### config.mk
export PLATFORM = sky130hd
export DESIGN_NAME = match_tally_flat
export DESIGN_NICKNAME = d
export VERILOG_FILES = /design/src/rtl/match_tally_pkg.sv /design/src/rtl/match_tally_if.sv /design/src/rtl/match_tally_edge_pulse.sv /design/src/rtl/match_tally.sv /design/src/flat_wrapper.sv
export SDC_FILE = /design/constraint.sdc
export NUM_CORES = 1
export LEC_CHECK = 0
export CELL_PAD_IN_SITES_DETAIL_PLACEMENT = 1
export CELL_PAD_IN_SITES_GLOBAL_PLACEMENT = 1
export CORE_AREA = 2 2 58 60
export CTS_BUF_LIST = sky130_fd_sc_hd__clkbuf_8
export DETAILED_ROUTE_END_ITERATION = 16
export DIE_AREA = 0 0 60 62
export GPL_TIMING_DRIVEN = 0
export PLACE_DENSITY_LB_ADDON = 0.08
export RECOVER_POWER = 50
export SYNTH_ARGS = -nofsm -noshare
export SYNTH_HDL_FRONTEND = slang
export SYNTH_SLANG_ARGS = --single-unit
export TNS_END_PERCENT = 100
### constraint.sdc
create_clock -name clk -period 3.2 [get_ports clk]
set_input_delay 0.64 -clock clk [delete_from_list [all_inputs] [get_ports clk]]
set_output_delay 0.64 -clock clk [all_outputs]
set_load 0.005 [all_outputs]
### src/rtl/match_tally_pkg.sv
// Shared definitions for the match_tally block: default parameter values
// and the alarm FSM state encoding.
package match_tally_pkg;

  localparam int DEF_CNT_W  = 8;
  localparam int DEF_THRESH = 4;
  localparam int DEF_HOLD   = 3;

  // Code 2'b11 is never entered; the FSM steers it back to ST_IDLE.
  typedef enum logic [1:0] {
    ST_IDLE  = 2'b00,
    ST_ALERT = 2'b01,
    ST_LOCK  = 2'b10
  } alarm_state_t;

endpackage

### src/rtl/match_tally_if.sv
// Bundle of the match flag input, soft clear and all tally outputs.
// The master side drives ans_in/clr; the slave side is the tally block.
interface match_tally_if #(
  parameter int CNT_W = 8
) ();

  logic             ans_in;
  logic             clr;
  logic             rise;
  logic [CNT_W-1:0] count;
  logic             sat;
  logic [CNT_W-1:0] dwell;
  logic             alarm;
  logic             locked;

  modport master (
    output ans_in, clr,
    input  rise, count, sat, dwell, alarm, locked
  );

  modport slave (
    input  ans_in, clr,
    output rise, count, sat, dwell, alarm, locked
  );

endinterface

### src/rtl/match_tally_edge_pulse.sv
// Turns the level match flag into a one-cycle rising-edge pulse.
// ans_q tracks ans_in on every non-reset edge, even while clr is asserted,
// so a flag that stays high across a clear never produces a new match.
module match_tally_edge_pulse (
  input  logic clk,
  input  logic reset,
  input  logic clr,
  input  logic ans_in,
  output logic rise,
  output logic match
);

  logic ans_q_r;
  logic rise_r;
  logic match_s;

  // Combinational match: flag high now, low on the previous sample.
  always_comb begin
    match_s = ans_in & ~ans_q_r;
  end

  // Delay register for the flag and registered pulse output.
  always_ff @(posedge clk) begin
    if (reset) begin
      ans_q_r <= 1'b0;
      rise_r  <= 1'b0;
    end else begin
      ans_q_r <= ans_in;
      if (clr) begin
        rise_r <= 1'b0;
      end else begin
        rise_r <= match_s;
      end
    end
  end

  assign rise  = rise_r;
  assign match = match_s;

endmodule

### src/rtl/match_tally.sv
// Match tally: saturating match counter, dwell counter and a threshold
// alarm that stays up for HOLD cycles before latching into a lock state.
module match_tally
  import match_tally_pkg::*;
#(
  parameter int CNT_W  = DEF_CNT_W,
  parameter int THRESH = DEF_THRESH,
  parameter int HOLD   = DEF_HOLD
) (
  input  logic        clk,
  input  logic        reset,
  match_tally_if.slave bus
);

  localparam logic [CNT_W-1:0] CNT_MAX   = {CNT_W{1'b1}};
  localparam logic [CNT_W-1:0] CNT_ONE   = CNT_W'(1);
  localparam logic [CNT_W-1:0] THRESH_V  = CNT_W'(THRESH);
  localparam int               HOLD_W    = (HOLD > 1) ? $clog2(HOLD) : 1;
  localparam logic [HOLD_W-1:0] HOLD_INIT = HOLD_W'(HOLD - 1);
  localparam logic [HOLD_W-1:0] HOLD_ONE  = HOLD_W'(1);
  localparam logic [HOLD_W-1:0] HOLD_ZERO = HOLD_W'(0);

  logic              rise_s;
  logic              match_s;
  logic [CNT_W-1:0]  count_r;
  logic [CNT_W-1:0]  count_nxt_s;
  logic              count_inc_s;
  logic              thresh_hit_s;
  logic              sat_r;
  logic [CNT_W-1:0]  dwell_r;
  logic [CNT_W-1:0]  dwell_nxt_s;
  alarm_state_t      state_r;
  logic [HOLD_W-1:0] hold_r;
  logic              alarm_r;
  logic              locked_r;

  match_tally_edge_pulse u_edge (
    .clk    (clk),
    .reset  (reset),
    .clr    (bus.clr),
    .ans_in (bus.ans_in),
    .rise   (rise_s),
    .match  (match_s)
  );

  // Next match count (saturating) and detection of the threshold crossing.
  always_comb begin
    count_inc_s  = 1'b0;
    count_nxt_s  = count_r;
    thresh_hit_s = 1'b0;
    if (match_s && (count_r != CNT_MAX)) begin
      count_inc_s = 1'b1;
      count_nxt_s = count_r + CNT_ONE;
    end else begin
      count_inc_s = 1'b0;
      count_nxt_s = count_r;
    end
    thresh_hit_s = count_inc_s && (count_nxt_s == THRESH_V);
  end

  // Next dwell value: run length of sampled-high flag, saturating.
  always_comb begin
    dwell_nxt_s = dwell_r;
    if (bus.ans_in) begin
      if (dwell_r == CNT_MAX) begin
        dwell_nxt_s = dwell_r;
      end else begin
        dwell_nxt_s = dwell_r + CNT_ONE;
      end
    end else begin
      dwell_nxt_s = {CNT_W{1'b0}};
    end
  end

  // Count, saturation flag and dwell registers.
  always_ff @(posedge clk) begin
    if (reset) begin
      count_r <= {CNT_W{1'b0}};
      sat_r   <= 1'b0;
      dwell_r <= {CNT_W{1'b0}};
    end else if (bus.clr) begin
      count_r <= {CNT_W{1'b0}};
      sat_r   <= 1'b0;
      dwell_r <= {CNT_W{1'b0}};
    end else begin
      count_r <= count_nxt_s;
      sat_r   <= (count_nxt_s == CNT_MAX);
      dwell_r <= dwell_nxt_s;
    end
  end

  // Alarm FSM with registered alarm/locked outputs and hold countdown.
  always_ff @(posedge clk) begin
    if (reset || bus.clr) begin
      state_r  <= ST_IDLE;
      hold_r   <= HOLD_ZERO;
      alarm_r  <= 1'b0;
      locked_r <= 1'b0;
    end else begin
      case (state_r)
        ST_IDLE: begin
          if (thresh_hit_s) begin
            state_r  <= ST_ALERT;
            hold_r   <= HOLD_INIT;
            alarm_r  <= 1'b1;
            locked_r <= 1'b0;
          end else begin
            state_r  <= ST_IDLE;
            hold_r   <= HOLD_ZERO;
            alarm_r  <= 1'b0;
            locked_r <= 1'b0;
          end
        end
        ST_ALERT: begin
          if (hold_r == HOLD_ZERO) begin
            state_r  <= ST_LOCK;
            hold_r   <= HOLD_ZERO;
            alarm_r  <= 1'b0;
            locked_r <= 1'b1;
          end else begin
            state_r  <= ST_ALERT;
            hold_r   <= hold_r - HOLD_ONE;
            alarm_r  <= 1'b1;
            locked_r <= 1'b0;
          end
        end
        ST_LOCK: begin
          state_r  <= ST_LOCK;
          hold_r   <= HOLD_ZERO;
          alarm_r  <= 1'b0;
          locked_r <= 1'b1;
        end
        default: begin
          state_r  <= ST_IDLE;
          hold_r   <= HOLD_ZERO;
          alarm_r  <= 1'b0;
          locked_r <= 1'b0;
        end
      endcase
    end
  end

  assign bus.rise   = rise_s;
  assign bus.count  = count_r;
  assign bus.sat    = sat_r;
  assign bus.dwell  = dwell_r;
  assign bus.alarm  = alarm_r;
  assign bus.locked = locked_r;

endmodule

### src/flat_wrapper.sv
// flat-port wrapper written by rule: the top's interface ports become plain ports
module match_tally_flat import match_tally_pkg::*;
#(
  parameter int CNT_W  = DEF_CNT_W,
  parameter int THRESH = DEF_THRESH,
  parameter int HOLD   = DEF_HOLD
)
  (clk, reset, bus_ans_in, bus_clr, bus_rise, bus_count, bus_sat, bus_dwell, bus_alarm, bus_locked);
  match_tally_if #(.CNT_W(CNT_W)) bus_i ();
  input  logic clk;
  input  logic reset;
  input wire logic [$bits(bus_i.ans_in)-1:0] bus_ans_in;
  input wire logic [$bits(bus_i.clr)-1:0] bus_clr;
  output wire logic [$bits(bus_i.rise)-1:0] bus_rise;
  output wire logic [$bits(bus_i.count)-1:0] bus_count;
  output wire logic [$bits(bus_i.sat)-1:0] bus_sat;
  output wire logic [$bits(bus_i.dwell)-1:0] bus_dwell;
  output wire logic [$bits(bus_i.alarm)-1:0] bus_alarm;
  output wire logic [$bits(bus_i.locked)-1:0] bus_locked;
  assign bus_i.ans_in = bus_ans_in;
  assign bus_i.clr = bus_clr;
  assign bus_rise = bus_i.rise;
  assign bus_count = bus_i.count;
  assign bus_sat = bus_i.sat;
  assign bus_dwell = bus_i.dwell;
  assign bus_alarm = bus_i.alarm;
  assign bus_locked = bus_i.locked;
  match_tally #(.CNT_W(CNT_W), .THRESH(THRESH), .HOLD(HOLD)) u_core (.clk(clk), .reset(reset), .bus(bus_i));
endmodule
==> impl_metrics.toml <==
[synthesis]
syn-num-nets = 145
ys_seq_area_share_pct = 39.80
postSynthAreaPerCell_sq_um = 9.314
synth_cell_type_count = 43
yosysWarnings = 0
synth_top_family_by_area = "simple AND/OR/NAND/NOR gates"
synth_compound_area_share_pct = 13.03
synthMuxAreaShare_pct = 3.184
syn_area_sq_um = 1257
syn-instance-count = 135
synth_xor_xnor_area_share_pct = 4.876
synth-seq-cells = 25
yosys.area_share.simple_pct = 28.46
synth_fa_ha_area_share_pct = 5.970

[power_and_ir_drop]
vdd_drop_max_uv = 218.9
switching_share_pct = 21.65
internal_power_uw = 411.2
power_frac_comb_pct = 4.8
clkPwrFrac_pct = 34.9
p_sw_uw = 113.6
p_leak_nw = 0.5819
powerDensity_nw_per_um2 = 330.7
seqPwrFrac_pct = 60.3

[critical_path]
crit_buf_inv = 1
crit_fanout = 9
rr_worst_depth = 6
arrival_ps = 2700
cp_cell_sequence = "dlygate4sd3_1 -> and2b_1 -> o21ai_4 -> or4_1 -> a211o_1 -> a211oi_2"
crit_family = "simple AND/OR/NAND/NOR gates"
worst-setup-path-type = "in2reg"
rrSetupSlack_ps = 1100
crit_path_end_kind = "flip-flop"
worst_setup_path_start_kind = "primary input"
slowest_stage = "dlygate4sd3_1"
crit_required_ps = 3400
max_stage_delay_ps = 600
cp.depth = 6

[routing]
drt_iter0_drc = 38
drtAntennaViolNets = 0
wl_per_cell_um = 14.49
first_pass_iters = 4
postRouteWirelength_mm = 3.013
avgViaCountPerCell = 5.337
remaining_drc_errors = 0
vias = 1110

[sta]
slew_viol_final = 0
skew_ps = 2.581
finalCritPeriodShare_pct = 78.08
setup_viol = 0
tightest_slew_ps = 458.4
max_clock_freq_mhz = 400.2
slew_headroom_pct = 69.44
timing.final.ws_setup_ps = 701.5
holdWs_ps = 452.8
finalHoldViolCount = 0
rsz0062_at_grt = "false"
min_period_ps = 2499
setup_tns_ps = 0

[finish]
layout_common_cells = "25 x dfxtp_1, 20 x nor2_1, 17 x clkdlybuf4s50_1"
final_common_cell = "dfxtp_1"
syn_to_final_growth_pct = 26.17
antenna_cells = 0
fillers = 387
drive_gt1_share_pct = 9.259
fin_area_sq_um = 1587
nets = 173

[clock_network]
cts_setup_buffers = 0
cts.repair.resized = 0
insertion_delay_ps = 270
root_buffer = "clkbuf_8"
cts_buffers = 3
clk_path_buf_depth = 2
cts.clk_slew.worst_paths_ps = 80
clock_sinks = 25
holdBufCountCts = 0
cts_tree = "done"
htreeDepth = 1

[die]
num_io_pins = 24
rows = 21
dieHeight_um = 62
die_w_um = 60
die_area_sq_um = 3720
core_sq_um = 3179
start_util_pct = 39.55

[placement]
hpwl_mm = 2.276
pre_cts_slack_ps = 573.9
placed_area_sq_um = 1545
io_buffers = 23
globalplace.congestion = 0.8095

[global_route]
overflow = 0
use_met1_pct = 22.91
grt_use_met3_pct = 3.106
grt_busiest_layer = "met2"
grt_pass1_vias = 1105
grt_usage_pct = 18.33
grt_max_degree = 14
grt_pass1_wl_mm = 5.085
antenna_found_initial = 0
grt_util_met2_pct = 29.97

[hold_path]
hold_class = "reg2reg"
holdPathStages = 1

[run_status]
status = "finished, final reports clean"

[flow_run]
cap_violations = 0
==> power by group through the flow <==
stage / Sequential (mW) / Clock, mW / Combinational (mW)
2_1_floorplan: 0.323 / 0 / 0.0145
3_5_place_dp: 0.324 / 0 / 0.0270
6_report: 0.316 / 0.183 / 0.0253
4_1_cts: 0.316 / 0.192 / 0.0272
3_3_place_gp: 0.324 / 0 / 0.0269
5_1_grt: 0.317 / 0.203 / 0.0285
==> synthesized netlist by cell type, drive strengths merged <==
cell type	n	area [sq um]
o22ai	1	6.260
nor3b	2	15.01
buf	2	15.01
a31oi	2	12.51
xor2	2	17.52
o21ai	4	31.28
nor2b	1	6.260
nor2	20	75.07
nor3	4	20.02
and2b	1	10.01
xnor2	5	43.79
nand4	6	52.55
a41o	1	10.01
o31ai	1	7.510
a21oi	4	20.02
nand2	6	22.52
a41oi	2	17.52
a211o	1	8.760
nand3	6	35.03
dfxtp	25	500.5
a21o	1	7.510
and3	2	13.77
inv	6	22.52
nand4b	1	8.760
and3b	1	10.01
or2	2	12.51
clkbuf	3	21.27
and4	3	28.78
or4	2	15.01
and2	1	6.260
nor4	1	6.260
a211oi	3	27.52
a2111oi	1	15.01
and4b	2	20.02
mux2i	4	40.04
ha	6	75.07
==> sequential cells by signal, summed over array words and instances (netlist names) <==
| name | count |
|---|---|
| u_core.bus.sat | 1 |
| u_core.u_edge.ans_q_r | 1 |
| u_core.bus.count | 8 |
| u_core.hold_r | 2 |
| u_core.u_edge.rise | 1 |
| u_core.bus.dwell | 8 |
| u_core.bus.locked | 1 |
| u_core.state_r | 2 |
| u_core.bus.alarm | 1 |
==> final cells by class <==
class | count | area [sq um] | area share [%]
clock buffer | 3 | 41.29 | 2.603
clock inverter | 1 | 3.754 | 0.2366
tap | 46 | 57.56 | 3.628
inverter | 6 | 22.52 | 1.420
sequential | 25 | 500.5 | 31.55
multi-input combinational | 99 | 694.4 | 43.77
buffer | 5 | 36.28 | 2.287
timing repair buffer | 23 | 230.2 | 14.51
==> cells by family after synthesis <==
kind of cell | count (synthesis)
XOR/XNOR | 7
flip-flops | 25
AND/OR/NAND/NOR | 61
AO/OA/AOI/OAI | 21
buffers and inverters | 11
multiplexers | 4
adder cells (fa/ha/maj) | 6
==> routing by layer <==
layer	routed length (um)	vias up
li1	-	542
met1	1380	537
met2	1465	22
met3	74	9
met4	92	0
met5	0	-
==> worst paths after layout <==
kind,startpoint,to
max,bus_ans_in,u_core.bus.sat$_SDFF_PP0_
min,u_core.u_edge.ans_q_r$_SDFF_PP0_,u_core.u_edge.rise$_SDFF_PP0_
max reg2reg,u_core.bus.count[0]$_SDFF_PP0_,u_core.state_r[0]$_SDFF_PP0_
min reg2reg,u_core.u_edge.ans_q_r$_SDFF_PP0_,u_core.u_edge.rise$_SDFF_PP0_
==> stage by stage <==
step / utilization, % / std cells / total power [mW]
floorplan: - / 135 / 0.3378
global placement: 48.60 / 204 / 0.3505
detailed placement: 48.60 / 204 / 0.3507
CTS: 50.02 / 208 / 0.5361
global route: 49.90 / 208 / 0.5484
finish: 49.90 / 208 / 0.5247
(Power assumes the default switching activity.)
